===== config.mk =====
export PLATFORM = sky130hd
export DESIGN_NAME = regbank_writeback
export DESIGN_NICKNAME = d
export VERILOG_FILES = /design/src/rtl/regbank_writeback_pkg.sv /design/src/rtl/wb_fifo.sv /design/src/rtl/regbank_writeback.sv
export SDC_FILE = /design/constraint.sdc
export NUM_CORES = 1
export LEC_CHECK = 0
export BUFFER_PORTS_ARGS = -buffer_cell sky130_fd_sc_hd__buf_2
export CAP_MARGIN = 20
export CORE_MARGIN = 2
export CORE_UTILIZATION = 50
export DETAILED_ROUTE_END_ITERATION = 10
export PLACE_DENSITY = 0.71
export SLEW_MARGIN = 15
export SYNTH_ARGS = -nofsm -noshare
export SYNTH_HDL_FRONTEND = slang
export SYNTH_SLANG_ARGS = --single-unit

===== constraint.sdc =====
create_clock -name clk -period 2.6 [get_ports clk]
set_input_delay 0.52 -clock clk [delete_from_list [all_inputs] [get_ports clk]]
set_output_delay 0.52 -clock clk [all_outputs]
set_load 0.03 [all_outputs]

===== src/rtl/regbank_writeback_pkg.sv =====
`default_nettype none
// ============================================================================
// regbank_writeback_pkg
//   Shared CPU constants and the queued write-back entry type.
//   Revision: 1.0
// ============================================================================
package regbank_writeback_pkg;

    localparam int REG_AW   = 4;
    localparam int DATA_W   = 32;
    localparam int NUM_REGS = 16;
    localparam int WB_W     = REG_AW + DATA_W;

    typedef struct packed {
        logic [REG_AW-1:0] addr;
        logic [DATA_W-1:0] data;
    } wb_entry_t;

endpackage
`default_nettype wire


===== src/rtl/wb_fifo.sv =====
`default_nettype none
// ============================================================================
// wb_fifo
//   Power-of-two FIFO holding load results waiting for a write-back slot.
//   Revision: 1.0
// ============================================================================
module wb_fifo #(
    parameter int DEPTH = 4,
    parameter int WIDTH = 36,
    localparam int PW = $clog2(DEPTH),
    localparam int CW = $clog2(DEPTH) + 1
) (
    input  logic             clk,
    input  logic             reset,
    input  logic             push,
    input  logic [WIDTH-1:0] push_data,
    input  logic             pop,
    output logic [WIDTH-1:0] pop_data,
    output logic             full,
    output logic             empty,
    output logic [CW-1:0]    count
);

    logic [WIDTH-1:0] r_mem [DEPTH];
    logic [PW-1:0]    r_wr_ptr;
    logic [PW-1:0]    r_rd_ptr;
    logic [CW-1:0]    r_count;
    logic             w_pop_ok;
    logic             w_push_ok;

    assign full      = (r_count == CW'(DEPTH));
    assign empty     = (r_count == '0);
    assign count     = r_count;
    assign pop_data  = r_mem[r_rd_ptr];
    assign w_pop_ok  = pop && !empty;
    // A full FIFO still accepts a push when its head leaves in the same cycle.
    assign w_push_ok = push && (!full || w_pop_ok);

    always_ff @(posedge clk) begin
        if (w_push_ok) begin
            r_mem[r_wr_ptr] <= push_data;
        end
    end

    always_ff @(posedge clk) begin
        if (reset) begin
            r_wr_ptr <= '0;
            r_rd_ptr <= '0;
            r_count  <= '0;
        end else begin
            if (w_push_ok) begin
                r_wr_ptr <= r_wr_ptr + PW'(1);
            end
            if (w_pop_ok) begin
                r_rd_ptr <= r_rd_ptr + PW'(1);
            end
            case ({w_push_ok, w_pop_ok})
                2'b10:   r_count <= r_count + CW'(1);
                2'b01:   r_count <= r_count - CW'(1);
                default: r_count <= r_count;
            endcase
        end
    end

endmodule
`default_nettype wire


===== src/rtl/regbank_writeback.sv =====
`default_nettype none
// ============================================================================
// regbank_writeback
//   Register-bank write-back arbiter: ALU writes take priority over queued
//   load results; a busy scoreboard flags read hazards and protocol errors.
//   Revision: 1.0
// ============================================================================
module regbank_writeback
    import regbank_writeback_pkg::*;
#(
    parameter int QDEPTH = 4
) (
    input  logic              clk,
    input  logic              reset,
    input  logic              alu_we,
    input  logic [REG_AW-1:0] alu_addr,
    input  logic [DATA_W-1:0] alu_data,
    input  logic              mem_issue,
    input  logic [REG_AW-1:0] mem_issue_addr,
    input  logic              mem_valid,
    input  logic [REG_AW-1:0] mem_addr,
    input  logic [DATA_W-1:0] mem_data,
    output logic              mem_ready,
    input  logic [REG_AW-1:0] addr_a,
    input  logic [REG_AW-1:0] addr_b,
    output logic              hazard_a,
    output logic              hazard_b,
    output logic              we,
    output logic [REG_AW-1:0] addr_d,
    output logic [DATA_W-1:0] data_d,
    output logic              err
);

    localparam int CW = $clog2(QDEPTH) + 1;

    wb_entry_t         w_head;
    logic              w_full;
    logic              w_empty;
    logic [CW-1:0]     w_count;
    logic              w_pop;
    logic              w_accept;
    logic              w_clr_hit;
    logic              w_err_now;
    logic [NUM_REGS-1:0] w_busy_nxt;

    logic [NUM_REGS-1:0] r_busy;
    logic              r_we;
    logic [REG_AW-1:0] r_addr_d;
    logic [DATA_W-1:0] r_data_d;
    logic              r_err;

    // The queue only gets the write port on cycles the ALU leaves idle.
    assign w_pop     = !alu_we && !w_empty;
    assign mem_ready = (w_count < CW'(QDEPTH)) || (w_full && w_pop);
    assign w_accept  = mem_valid && mem_ready;

    wb_fifo #(
        .DEPTH (QDEPTH),
        .WIDTH (WB_W)
    ) u_wb_fifo (
        .clk       (clk),
        .reset     (reset),
        .push      (w_accept),
        .push_data ({mem_addr, mem_data}),
        .pop       (w_pop),
        .pop_data  (w_head),
        .full      (w_full),
        .empty     (w_empty),
        .count     (w_count)
    );

    assign w_clr_hit = w_pop && (w_head.addr == mem_issue_addr);
    assign w_err_now = (mem_issue && (mem_issue_addr != '0) && r_busy[mem_issue_addr] && !w_clr_hit)
                     || (alu_we && r_busy[alu_addr])
                     || (w_accept && (mem_addr != '0) && !r_busy[mem_addr]);

    // Clear first so that a reservation made in the same cycle survives.
    always_comb begin
        w_busy_nxt = r_busy;
        if (w_pop) begin
            w_busy_nxt[w_head.addr] = 1'b0;
        end
        if (mem_issue && (mem_issue_addr != '0)) begin
            w_busy_nxt[mem_issue_addr] = 1'b1;
        end
    end

    always_ff @(posedge clk) begin
        if (reset) begin
            r_busy   <= '0;
            r_err    <= 1'b0;
            r_we     <= 1'b0;
            r_addr_d <= '0;
            r_data_d <= '0;
        end else begin
            r_busy <= w_busy_nxt;
            r_err  <= r_err || w_err_now;
            if (alu_we) begin
                r_we     <= (alu_addr != '0);
                r_addr_d <= alu_addr;
                r_data_d <= alu_data;
            end else if (w_pop) begin
                r_we     <= (w_head.addr != '0);
                r_addr_d <= w_head.addr;
                r_data_d <= w_head.data;
            end else begin
                r_we     <= 1'b0;
            end
        end
    end

    assign hazard_a = r_busy[addr_a] && (addr_a != '0);
    assign hazard_b = r_busy[addr_b] && (addr_b != '0);
    assign we       = r_we;
    assign addr_d   = r_addr_d;
    assign data_d   = r_data_d;
    assign err      = r_err;

endmodule
`default_nettype wire


==> results of run 1 <==
## state kept, by name, indices dropped and copies added, names as in the netlist, named ones only
signal and cells:
u_wb_fifo.r_rd_ptr 2, r_busy 16, addr_d 4, u_wb_fifo.r_wr_ptr 2
data_d 32, u_wb_fifo.count 3, u_wb_fifo.r_mem 144, err 1
we 1
## worst min-delay path by stage
stage / startpoint / end / slack (ps) / cells past startpoint
after floorplan: r_busy[0]$_SDFF_PP0_ / r_busy[0]$_SDFF_PP0_ / 460 / 1
after global placement: u_wb_fifo.r_wr_ptr[1]$_SDFFE_PP0P_ / u_wb_fifo.r_wr_ptr[1]$_SDFFE_PP0P_ / 490 / 2
after detailed placement: u_wb_fifo.r_wr_ptr[1]$_SDFFE_PP0P_ / u_wb_fifo.r_wr_ptr[1]$_SDFFE_PP0P_ / 500 / 2
after CTS: mem_data[22] / u_wb_fifo.r_mem[3][22]$_DFFE_PP_ / 210 / 1
after global routing: mem_data[15] / u_wb_fifo.r_mem[1][15]$_DFFE_PP_ / 210 / 1
final: mem_data[13] / u_wb_fifo.r_mem[0][13]$_DFFE_PP_ / 230 / 1
## cell type report
type	count	area share
tap	225	0.02708
clock buffer	30	0.06162
sequential	207	0.5377
timing repair buffer	141	0.07678
multi-input combinational	339	0.2831
antenna	1	0.0002407
inverter	7	0.002527
clock inverter	10	0.01095
## routing by layer
layer	vias up	routed length [microns]	track usage
li1	2507	-	-
met1	2726	7809	0.2741
met2	212	9075	0.3443
met3	35	1474	0.04400
met4	2	354	0.05208
met5	-	13	0
## cell usage in the layout (no fill, tap or decap), types with 6 or more instances in the layout
cell | synthesis | layout
nor2_1 | 84 | 84
mux4_2 | 54 | 54
inv_1 | 7 | 7
buf_2 | 5 | 129
buf_4 | 5 | 7
nand2_1 | 23 | 23
mux2i_1 | 38 | 38
clkbuf_16 | 0 | 22
clkbuf_8 | 0 | 6
edfxtp_1 | 144 | 144
o21ai_0 | 18 | 18
a21oi_1 | 54 | 54
dfxtp_1 | 63 | 59
## timing repair
action,in CTS,in global routing
setup buffers,0,0
setup endpoints to repair,0,1
gates resized for setup,0,2
## kinds of logic after synthesis
group           after synthesis
flops                       207
simple gates                143
mux                          95
compound gates               86
buf+inv                      40
xor+xnor                      9
fa+ha+maj                     6
## worst max-delay path, cell delays in order (launching register included)
cell and delay, ps:
dfxtp_1 380, mux4_2 480, mux4_2 480, buf_2 200
## where the power goes
| part | total (mW) | switching [mW] | internal (mW) |
|---|---|---|---|
| Combinational | 2.75 | 1.53 | 1.22 |
| Clock | 3.16 | 1.23 | 1.93 |
| Sequential | 4.13 | 0.211 | 3.91 |
| Total | 10.0 | 2.97 | 7.06 |
## metrics by stage
stage | hold WS [ps] | setup slack [ps]
6_report | 225.4 | 49.06
3_3_place_gp | 493.6 | 269.6
4_1_cts | 210.8 | 21.67
2_1_floorplan | 463.3 | 266.9
5_1_grt | 211.2 | 4.240
3_5_place_dp | 497.4 | 219.0
==> metrics.yaml, run 1 <==
start_kind: "flop"
cp.required_ps: 2080
hold_path.class: "in2reg"
max-slew-margin-rel: 0.5018
peakVddDrop_mv: 0.6590
synth_top_family_by_area: "multiplexers"
drv_cap: 0
drc_errors: 0
cts-htree-levels: 1
clk_latency_ps: 500
reg2reg_from: "u_wb_fifo.count[0]$_SDFFE_PP0P_"
ioPinCount: 130
dp.cells: 919
crit_path_end_kind: "primary output"
synth_cell_types: 46
synth_xor_area_frac: 0.009050
syn_nets: 681
grt_remaining_overflow: 0
endpoint: "hazard_a"
initial_core_util: 0.5071
final_util: 0.6053
synthTopCellsByCount: "edfxtp_1 (144), nor2_1 (84), dfxtp_1 (63)"
nFillCells: 1359
cts.sinks: 207
rsz0062_at_grt: "false"
vias: 5482
dpl_cell_area_sq_mm: 0.009637
synth_compound_area_frac: 0.05631
period_share: 0.9811
muxShareOfSynthArea: 0.1876
maxSlewViolCount: 0
dieArea_sq_mm: 0.01849
power_mw: 10.03
synth_seq_cells: 207
fmax_mhz: 392.0
arrival_ps: 2030
tightestPinTransition_ps: 747.3
crit_type: "reg2out"
worst-path-max-fanout: 6
drtIter0Drc: 405
timing.rr.end: "u_wb_fifo.count[2]$_SDFFE_PP0P_"
clk_path_buf_depth: 3
cts_hold_buf: 0
seq_area_frac_synth: 0.6413
r2r_cells: 9
synthCells: 586
grt_first_pass_wirelength_microns: 29040
grt_use_total: 0.2048
ys_top_cells_by_area: "edfxtp_1 (50%), dfxtp_1 (14%), mux4_2 (14%)"
grt_pass1_vias: 5460
yosys.area_share.simple: 0.07427
synth-main-ff-cell: "edfxtp_1"
numCtsBuffers: 22
synth-async-reset-ratio: 0
yosysMostFrequentCell: "edfxtp_1"
synth_top_area_share: 0.4965
fp.coreArea_sq_mm: 0.01718
num-nets-final: 813
hold_viol_final: 0
cts_tree: "built"
path_clk_slew_ps: 70
portBuffers: 129
fin_cells: 960
status: "complete, no violations"
cts_root_buf: "clkbuf_16"
startpoint: "r_busy[12]$_SDFF_PP0_"
setup_viol: 0
syn_avg_cell_area_sq_um: 14.86
grt_max_degree: 76
place_congestion: 0.8922
antenna_found_initial: 2
synthesis.area_sq_mm: 0.008710
multiInputGateArea_sq_mm: 0.002943
dp_hpwl_microns: 12120
rrSetupSlack_ps: 410
fp.dieW_microns: 136.0
synth_fa_ha_area_frac: 0.009481
wl_microns: 18730
first_pass_iters: 5
ant_nets: 0
setup_tns_ps: 0
p_leak_nw: 3.881
p_per_area_mw_per_mm2: 965.1
drive_gt1_frac: 0.3420
synth_warnings: 0
die_y_microns: 136.0
regArea_sq_mm: 0.005590
synth-edff-count: 144
area_growth_pct: 19.36
viasPerCell: 5.710
final_cell_area_sq_mm: 0.01040
std_cell_rows: 48
synth_area_leader_cell: "edfxtp_1"
finalClockSkew_ps: 12.62
layout_min_cycle_time_ps: 2551
wire_per_inst_microns: 19.51
(Power assumes the default switching activity.)
==> run 2: changes to the inputs <==
--- a/config.mk
+++ b/config.mk
@@ -7,10 +7,12 @@
 export LEC_CHECK = 0
 export BUFFER_PORTS_ARGS = -buffer_cell sky130_fd_sc_hd__buf_2
 export CAP_MARGIN = 20
+export CELL_PAD_IN_SITES_DETAIL_PLACEMENT = 2
+export CELL_PAD_IN_SITES_GLOBAL_PLACEMENT = 2
 export CORE_MARGIN = 2
-export CORE_UTILIZATION = 50
+export CORE_UTILIZATION = 40
 export DETAILED_ROUTE_END_ITERATION = 10
-export PLACE_DENSITY = 0.71
+export PLACE_DENSITY_LB_ADDON = 0.1
 export SLEW_MARGIN = 15
 export SYNTH_ARGS = -nofsm -noshare
 export SYNTH_HDL_FRONTEND = slang
==> metrics.yaml, run 2 (same netlist as run 1, synthesis figures left out) <==
status: "complete, no violations"  # unchanged
grt_max_degree: 63  # was 76
peakVddDrop_mv: 0.5873  # was 0.6590 mV
rsz0062_at_grt: "false"  # unchanged
worst-path-max-fanout: 6  # unchanged
final_cell_area_sq_mm: 0.01036  # was 0.01040 sq mm
max-slew-margin-rel: 0.4875  # was 0.5018
r2r_cells: 9  # unchanged
hold_viol_final: 0  # unchanged
wl_microns: 23050  # was 18730 microns
path_clk_slew_ps: 60  # was 70 ps
wire_per_inst_microns: 22.70  # was 19.51 microns
grt_use_total: 0.2048  # about the same
drtIter0Drc: 231  # was 405
arrival_ps: 2010  # was 2030 ps
whs_ps: 244.4  # was 225.4 ps
crit_type: "reg2out"  # unchanged
cts_root_buf: "clkbuf_16"  # unchanged
layout_min_cycle_time_ps: 2527  # was 2551 ps
initial_core_util: 0.4104  # was 0.5071
final_cell_mix: "edfxtp_1 (144), buf_2 (129), nor2_1 (84)"  # unchanged
period_share: 0.9721  # was 0.9811
dpl_cell_area_sq_mm: 0.009687  # was 0.009637 sq mm
top_register: "u_wb_fifo.r_mem"  # unchanged
die_y_microns: 151.6  # was 136.0 microns
wl_met1_microns: 9471  # was 7809 microns
fp.dieW_microns: 151.6  # was 136.0 microns
final_common_cell: "edfxtp_1"  # unchanged
p_leak_nw: 3.846  # was 3.881 nW
tightestPinTransition_ps: 768.8  # was 747.3 ps
crit_path_end_kind: "primary output"  # unchanged
min_from: "mem_data[20]"  # was mem_data[13]
setup_viol: 0  # unchanged
setup_tns_ps: 0  # unchanged
p_per_area_mw_per_mm2: 955.3  # was 965.1 mW/mm^2
antenna_found_initial: 3  # was 2
hold_path.class: "in2reg"  # unchanged
top_layer_used: "met5"  # unchanged
viasPerCell: 5.443  # was 5.710
cp.required_ps: 2080  # about the same
cts-htree-levels: 1  # unchanged
nFillCells: 2046  # was 1359
grt_pass1_vias: 6225  # was 5460
grt_remaining_overflow: 0  # unchanged
diodes: 0  # was 1
drv_cap: 0  # unchanged
final_util: 0.4882  # was 0.6053
timing.rr.end: "u_wb_fifo.count[2]$_SDFFE_PP0P_"  # unchanged
cts.sinks: 207  # unchanged
postCtsSetupBuffers: 0  # unchanged
fp.coreArea_sq_mm: 0.02122  # was 0.01718 sq mm
dr_wl_met3_microns: 1237  # was 1474 microns
portBuffers: 129  # unchanged
drive_gt1_frac: 0.3378  # was 0.3420
std_cell_rows: 53  # was 48
maxSlewViolCount: 0  # unchanged
vias: 5525  # was 5482
clk_latency_ps: 490  # was 500 ps
dieArea_sq_mm: 0.02297  # was 0.01849 sq mm
place_congestion: 0.8235  # was 0.8922
dp_hpwl_microns: 15720  # was 12120 microns
hold_path_depth: 1  # unchanged
wl_met2_microns: 11870  # was 9075 microns
power_mw: 9.897  # was 10.03 mW
largest_register_ffs: 144  # unchanged
grt_first_pass_wirelength_microns: 35430  # was 29040 microns
fmax_mhz: 395.7  # was 392.0 MHz
ioPinCount: 130  # unchanged
area_growth_pct: 18.95  # was 19.36%
clk_path_buf_depth: 3  # unchanged
reg2reg_from: "u_wb_fifo.count[2]$_SDFFE_PP0P_"  # was u_wb_fifo.count[0]$_SDFFE_PP0P_
holdPathEnd: "u_wb_fifo.r_mem[0][20]$_DFFE_PP_"  # was u_wb_fifo.r_mem[0][13]$_DFFE_PP_
finalClockSkew_ps: 6.835  # was 12.62 ps
num-nets-final: 819  # was 813
drc_errors: 0  # unchanged
start_kind: "flop"  # unchanged
first_pass_iters: 4  # was 5
numCtsBuffers: 23  # was 22
ant_nets: 0  # unchanged
cts_tree: "built"  # unchanged
rrSetupSlack_ps: 330  # was 410 ps
[run 2: changes by cell type in the layout (fill, tap and decap cells not counted)]
cell / delta
buf_12: -4
dfxtp_2: +3
clkbuf_16: +1
clkinv_1: +2
clkinv_8: -1
dfxtp_1: -3
clkbuf_1: +8
clkbuf_8: -4
bufinv_16: -2
clkinv_4: -1
clkinv_2: -2
buf_4: +9
diode_2: -1
[run 2: final cells by class]
| type | count | area, sq um | area share |
|---|---|---|---|
| clock inverter | 6 | 26.28 | 0.002536 |
| clock buffer | 35 | 640.6 | 0.06184 |
| tap | 275 | 344.1 | 0.03321 |
| multi-input combinational | 339 | 2943 | 0.2841 |
| inverter | 7 | 26.28 | 0.002536 |
| sequential | 207 | 5594 | 0.5400 |
| timing repair buffer | 146 | 785.8 | 0.07585 |
[run 2: critical path: stages, from the launching register on]
cell and delay [ps]:
dfxtp_1 390, mux4_2 470, mux4_2 470, buf_2 190
[run 2: worst max-delay path by stage]
| stage | from | end | slack (ps) | depth (start not counted) |
|---|---|---|---|---|
| 3_5_place_dp | alu_we | u_wb_fifo.count[2]$_SDFFE_PP0P_ | 140 | 10 |
| 2_1_floorplan | alu_we | u_wb_fifo.r_mem[0][0]$_DFFE_PP_ | 270 | 2 |
| 4_1_cts | r_busy[11]$_SDFF_PP0_ | hazard_a | 3 | 3 |
| 5_1_grt | r_busy[13]$_SDFF_PP0_ | hazard_b | 5 | 3 |
| 3_3_place_gp | addr_a[1] | hazard_a | 270 | 4 |
| 6_report | r_busy[13]$_SDFF_PP0_ | hazard_a | 70 | 3 |
[run 2: stage by stage]
stage	worst slack [ps]	cells
after floorplan	266.9	586
after global placement	269.8	974
after detailed placement	137.0	974
after CTS	3.013	1015
after global routing	5.167	1015
final	72.58	1015
[run 2: where the power goes]
part           switching, mW  internal, mW  total (mW)  leakage (nW)
logic                   1.62          1.22        2.84          1.68
clock network           1.21          1.69        2.90         0.326
registers              0.238          3.92        4.16          1.84
total                   3.07          6.83        9.90          3.85
[run 2: repair_timing]
action,CTS,global route
resized for setup,0,5
hold buffers,0,0
setup endpoints to repair,0,2
[run 2: per-layer routing]
layer	global-route usage	vias to the layer above
li1	-	2520
met1	0.2610	2807
met2	0.3633	148
met3	0.03683	44
met4	0.05139	6
met5	0	-
